$ cat src/rtl/mem_dma_pkg.sv
// Shared types and default widths for the mem_dma word-copy engine.
package mem_dma_pkg;

  localparam int DEF_ADDR_W = 16;
  localparam int DEF_DATA_W = 16;
  localparam int DEF_LEN_W  = 16;

  typedef enum logic [1:0] {
    ST_IDLE  = 2'd0,
    ST_READ  = 2'd1,
    ST_WRITE = 2'd2,
    ST_DONE  = 2'd3
  } state_e;

endpackage

$ cat src/rtl/mem_dma_ptr.sv
// Loadable, incrementing address pointer that wraps modulo 2^W.
// The upcoming value is exported so the caller can register it onto a bus
// in the same edge that updates the pointer.
module mem_dma_ptr #(
  parameter int W = 16
) (
  input  logic         i_clk,
  input  logic         i_rst_n,
  input  logic         i_load,
  input  logic         i_inc,
  input  logic [W-1:0] i_value,
  output logic [W-1:0] o_next
);

  logic [W-1:0] ptr_q;

  // Next pointer value: load wins over increment; natural overflow gives the wrap.
  always_comb begin
    // NOTE: default assignment first so every path assigns o_next and no latch is inferred.
    o_next = ptr_q;
    if (i_load) begin
      o_next = i_value;
    end else if (i_inc) begin
      o_next = ptr_q + 1'b1;
    end
  end

  // Pointer register.
  always_ff @(posedge i_clk or negedge i_rst_n) begin
    if (!i_rst_n) begin
      ptr_q <= '0;
    end else begin
      ptr_q <= o_next;
    end
  end

endmodule

$ cat src/rtl/mem_dma.sv
// mem_dma: single-channel word copy engine (READ/WRITE ping-pong, 2 cycles per word).
// Optional build macro MEM_DMA_FILL_EN adds a pattern-fill mode (1 cycle per word)
// with extra ports i_fill and i_pattern latched together with i_start.
module mem_dma
  import mem_dma_pkg::*;
#(
  parameter int ADDR_W = DEF_ADDR_W,
  parameter int DATA_W = DEF_DATA_W,
  parameter int LEN_W  = DEF_LEN_W
) (
  input  logic              i_clk,
  input  logic              i_rst_n,
  input  logic              i_start,
  input  logic              i_abort,
  input  logic [ADDR_W-1:0] i_src,
  input  logic [ADDR_W-1:0] i_dst,
  input  logic [LEN_W-1:0]  i_len,
`ifdef MEM_DMA_FILL_EN
  input  logic              i_fill,
  input  logic [DATA_W-1:0] i_pattern,
`endif
  output logic              o_busy,
  output logic              o_done,
  output logic              o_mem_rd,
  output logic              o_mem_wr,
  output logic [ADDR_W-1:0] o_address,
  output logic [DATA_W-1:0] o_data,
  input  logic [DATA_W-1:0] i_data
);

  state_e            state;
  logic [LEN_W-1:0]  cnt_q;
  logic              fill_q;
  logic [DATA_W-1:0] pattern_q;
  logic              fill_sel;
  logic [DATA_W-1:0] pattern_sel;
  logic              ptr_load;
  logic              ptr_inc;
  logic [ADDR_W-1:0] src_next;
  logic [ADDR_W-1:0] dst_next;

  // Fill-mode request; tied off when the feature is not built.
  always_comb begin
`ifdef MEM_DMA_FILL_EN
    fill_sel    = i_fill;
    pattern_sel = i_pattern;
`else
    fill_sel    = 1'b0;
    pattern_sel = '0;
`endif
  end

  // Pointers load on an accepted start and advance together after every write.
  assign ptr_load = (state == ST_IDLE) && i_start;
  assign ptr_inc  = (state == ST_WRITE);

  mem_dma_ptr #(.W(ADDR_W)) u_src_ptr (
    .i_clk   (i_clk),
    .i_rst_n (i_rst_n),
    .i_load  (ptr_load),
    .i_inc   (ptr_inc),
    .i_value (i_src),
    .o_next  (src_next)
  );

  mem_dma_ptr #(.W(ADDR_W)) u_dst_ptr (
    .i_clk   (i_clk),
    .i_rst_n (i_rst_n),
    .i_load  (ptr_load),
    .i_inc   (ptr_inc),
    .i_value (i_dst),
    .o_next  (dst_next)
  );

  // Control FSM; bus outputs are registered for the state being entered.
  always_ff @(posedge i_clk or negedge i_rst_n) begin
    // NOTE: the async reset clears every output register too, so the bus is quiet the moment i_rst_n falls.
    if (!i_rst_n) begin
      state     <= ST_IDLE;
      cnt_q     <= '0;
      fill_q    <= 1'b0;
      pattern_q <= '0;
      o_busy    <= 1'b0;
      o_done    <= 1'b0;
      o_mem_rd  <= 1'b0;
      o_mem_wr  <= 1'b0;
      o_address <= '0;
      o_data    <= '0;
    end else begin
      // NOTE: outputs are non-blocking and default low here, so each branch only names what it raises.
      o_done   <= 1'b0;
      o_mem_rd <= 1'b0;
      o_mem_wr <= 1'b0;
      case (state)
        ST_IDLE: begin
          if (i_start) begin
            cnt_q     <= i_len;
            fill_q    <= fill_sel;
            pattern_q <= pattern_sel;
            o_busy    <= 1'b1;
            if (i_len == '0) begin
              state  <= ST_DONE;
              o_done <= 1'b1;
            end else if (fill_sel) begin
              state     <= ST_WRITE;
              o_mem_wr  <= 1'b1;
              o_address <= dst_next;
              o_data    <= pattern_sel;
            end else begin
              state     <= ST_READ;
              o_mem_rd  <= 1'b1;
              o_address <= src_next;
            end
          end
        end
        ST_READ: begin
          if (i_abort) begin
            state     <= ST_IDLE;
            o_busy    <= 1'b0;
            o_address <= '0;
          end else begin
            // o_data doubles as the word buffer between READ and WRITE.
            state     <= ST_WRITE;
            o_mem_wr  <= 1'b1;
            o_address <= dst_next;
            o_data    <= i_data;
          end
        end
        ST_WRITE: begin
          if (cnt_q != '0) begin
            cnt_q <= cnt_q - 1'b1;
          end
          if (i_abort) begin
            state     <= ST_IDLE;
            o_busy    <= 1'b0;
            o_address <= '0;
          end else if (cnt_q <= LEN_W'(1)) begin
            state     <= ST_DONE;
            o_done    <= 1'b1;
            o_address <= '0;
          end else if (fill_q) begin
            o_mem_wr  <= 1'b1;
            o_address <= dst_next;
            o_data    <= pattern_q;
          end else begin
            state     <= ST_READ;
            o_mem_rd  <= 1'b1;
            o_address <= src_next;
          end
        end
        ST_DONE: begin
          state     <= ST_IDLE;
          o_busy    <= 1'b0;
          o_address <= '0;
        end
        default: begin
          state     <= ST_IDLE;
          o_busy    <= 1'b0;
          o_address <= '0;
        end
      endcase
    end
  end

endmodule

$ cat config.mk
export PLATFORM = sky130hd
export DESIGN_NAME = mem_dma
export DESIGN_NICKNAME = d
export VERILOG_FILES = /design/src/rtl/mem_dma_pkg.sv /design/src/rtl/mem_dma_ptr.sv /design/src/rtl/mem_dma.sv
export SDC_FILE = /design/constraint.sdc
export NUM_CORES = 1
export LEC_CHECK = 0
export ABC_AREA = 1
export BUFFER_PORTS_ARGS = -buffer_cell sky130_fd_sc_hd__buf_2
export CAP_MARGIN = 40
export CORE_ASPECT_RATIO = 0.8
export CORE_UTILIZATION = 60
export CTS_BUF_LIST = sky130_fd_sc_hd__clkbuf_4
export DETAILED_ROUTE_END_ITERATION = 8
export MAX_ROUTING_LAYER = met4
export PLACE_DENSITY = 0.9
export SLEW_MARGIN = 10
export SYNTH_ARGS = -nofsm -noshare
export SYNTH_HDL_FRONTEND = slang
export SYNTH_SLANG_ARGS = --single-unit
export TNS_END_PERCENT = 20
$ cat constraint.sdc
create_clock -name i_clk -period 4.6 [get_ports i_clk]
set_input_delay 0.69 -clock i_clk [delete_from_list [all_inputs] [get_ports i_clk]]
set_output_delay 0.69 -clock i_clk [all_outputs]
set_load 0.01 [all_outputs]
==> out/metrics.yaml <==
vias: 4604
ant_nets: 0
syn_area_per_cell_um2: 7.840
min_period_ns: 2.570
diodes: 0
worstPathMaxFanout: 25
syn-num-nets: 712
cpPeakStageDelay_ns: 0.53
root_buffer: "clkbuf_4"
cts_setup_buffers: 0
drv_cap: 0
drc: 0
drt-initial-drc-count: 242
clk_latency_ns: 0.43
synth_top_cell_by_area: "dfrtp_1"
fmax_mhz: 389.2
grt_pass1_wl_um: 20050
reg2reg_depth: 9
synth_seq_cells: 86
clkPwrFrac_pct: 11.4
area_growth_pct: 13.65
totalNegativeSetupSlack_ns: 0
clockBufferDepth: 2
ir_drop_uv: 351.1
port_buffers: 103
tightest_slew_ns: 0.7063
slew_violations: 0
seqPwrFrac_pct: 38.7
drt-wirelength-per-cell_um: 13.95
grtUsageTotal_pct: 29.75
finClkSkew_ns: 0.02796
gp_congestion: 0.9159
crit_chain: "inv_1 -> ha_1 -> nand2_1 -> inv_2 -> a21oi_1 -> a22oi_1 -> inv_1 -> o21ai_0 -> a21oi_1"
first_pass_iters: 5
viasPerCell: 5.449
relSlewSlack_pct: 52.86
layout_commonest_cell: "nand2_1"
worstHoldPathType: "input port to async pin"
grt_setup_unrepaired: "no"
end_kind: "flip-flop"
cts_tree: "done"
swShare_pct: 46.74
syn_inst: 636
synth_flop_cell: "dfrtp_1"
r2r_setup_slack_ns: 2.03
power.density_mw_per_mm2: 652.0
synth-edff-count: 0
p_comb_share_pct: 49.9
cts_sinks: 86
cp.buffers_inverters: 3
hold_viol_final: 0
layout.nets: 809
synth.top_cells.by_area: "dfrtp_1, nand2_1, nor2_1"
die_w_um: 103.9
num_io_pins: 104
cp-startpoint: "state[1]"
synth_top_area_share_pct: 43.16
cp.required_ns: 4.91
power_uw: 3695
cp.arrival_ns: 2.88
syn_area_mm2: 0.004986
status: "finished clean"
fp.dieArea_mm2: 0.008681
period_share_pct: 55.86
cp.depth: 9
start_util_pct: 62.46
internal_power_uw: 1968
clk_pin_slew_ns: 0.14
final_cell_mix: "nand2_1, buf_2, dfrtp_1"
layout-drive-gt1-share_pct: 24.97
rows: 29
hpwl_um: 8821
crit_type: "flip-flop to flip-flop"
wirelength_um: 11790
yosysWarnings: 0
grt_antenna_before_repair: 0
cts_buffers: 9
cts_resized: 0
synth-async-reset-ratio_pct: 100.0
grt_max_degree: 45
worstReg2RegStart: "state[1]"
cp-start-kind: "flip-flop"
p_sw_uw: 1727
yosysUniqueCellTypes: 44
yosysSeqAreaShare_pct: 43.16
p_leak_uw: 0.002856
path_delay_family: "buffers and inverters"
h-tree-depth: 3
core-area_mm2: 0.007983
crit_slowest_cell: "inv_2"
grt_pass1_vias: 4503
die_h_um: 83.54
cts_hold_buf: 0
grt_overflow_total: 0
setup-violations-final: 0
==> kinds of logic after synthesis <==
| group | count (synthesis) | synth area share (%) |
|---|---|---|
| and+or+nand+nor | 338 | 30.87 |
| AOI/OAI and AO/OA | 91 | 10.64 |
| buffers and inverters | 87 | 7.955 |
| DFF | 86 | 43.16 |
| muxes | 16 | 3.613 |
| xor gates and xnor gates | 10 | 1.757 |
| adders and majority gates | 8 | 2.008 |
==> power groups by stage <==
stage                     Clock (uW)  Combinational, uW  Sequential (uW)
after CTS                        428               1830             1420
after floorplan                    0               1320             1450
after global placement             0               1730             1420
after global routing             460               2070             1480
final                            422               1840             1430
after detailed placement           0               1810             1440
==> sequential cells by signal (all words and copies together), names as in the netlist, 2 cells and up <==
register,count
o_data,16
state,2
o_address,16
u_dst_ptr.ptr_q,16
cnt_q,16
u_src_ptr.ptr_q,16
==> per-layer routing <==
layer  vias to the layer above  track usage [%]  part of all wire (%)
met5                         -                -                     0
met4                         0            10.39                   2.5
met3                        44            6.870                   7.9
met2                       223            47.33                    46
met1                      2087            37.67                    44
li1                       2250                -                     -
==> worst paths after layout <==
check / endpoint
max: o_address[6]
min: cnt_q[5]
max reg2reg: o_address[6]
min reg2reg: o_data[5]
max in group asynchronous: u_dst_ptr.ptr_q[2]
min in group i_clk: o_data[13]
==> synth_stat cells, types with 3 or more instances <==
| cell | count |
|---|---|
| a21oi_1 | 31 |
| a21oi_2 | 6 |
| a31oi_1 | 4 |
| buf_2 | 6 |
| buf_4 | 6 |
| buf_6 | 5 |
| clkbuf_1 | 3 |
| dfrtp_1 | 86 |
| ha_1 | 8 |
| inv_1 | 57 |
| inv_2 | 8 |
| mux2_1 | 10 |
| mux2_2 | 6 |
| nand2_1 | 169 |
| nand2_2 | 11 |
| nand2_4 | 3 |
| nand3_1 | 41 |
| nand3b_1 | 3 |
| nand4_1 | 13 |
| nor2_1 | 66 |
| nor2_2 | 10 |
| nor2_4 | 8 |
| nor3_1 | 4 |
| o21ai_0 | 17 |
| o21ai_1 | 18 |
| o21bai_1 | 3 |
| or2_2 | 5 |
| xnor2_1 | 3 |
| xor2_1 | 7 |
==> final cells by class <==
class	count	area (um2)
clock buffers	11	82.58
inverters	66	250.2
flip-flops and latches	86	2152
fillers	631	2316
multi-input cells	463	2437
clock inverters	4	48.80
well taps	108	135.1
repair buffers	107	560.5
==> per-stage QoR <==
| step | hold slack, ns | cell area (um2) | util (%) | instances | setup WS [ns] |
|---|---|---|---|---|---|
| 2_1_floorplan | 0.3944 | 4986 | - | 636 | 2.895 |
| 3_3_place_gp | 0.4702 | 5508 | 69.00 | 828 | 2.153 |
| 3_5_place_dp | 0.4763 | 5535 | 69.34 | 830 | 2.067 |
| 4_1_cts | 0.2415 | 5667 | 70.99 | 845 | 2.110 |
| 5_1_grt | 0.2488 | 5667 | 70.99 | 845 | 1.852 |
| 6_report | 0.2166 | 5667 | 70.99 | 845 | 2.030 |
Note: power is estimated with default switching activity, not from simulation.
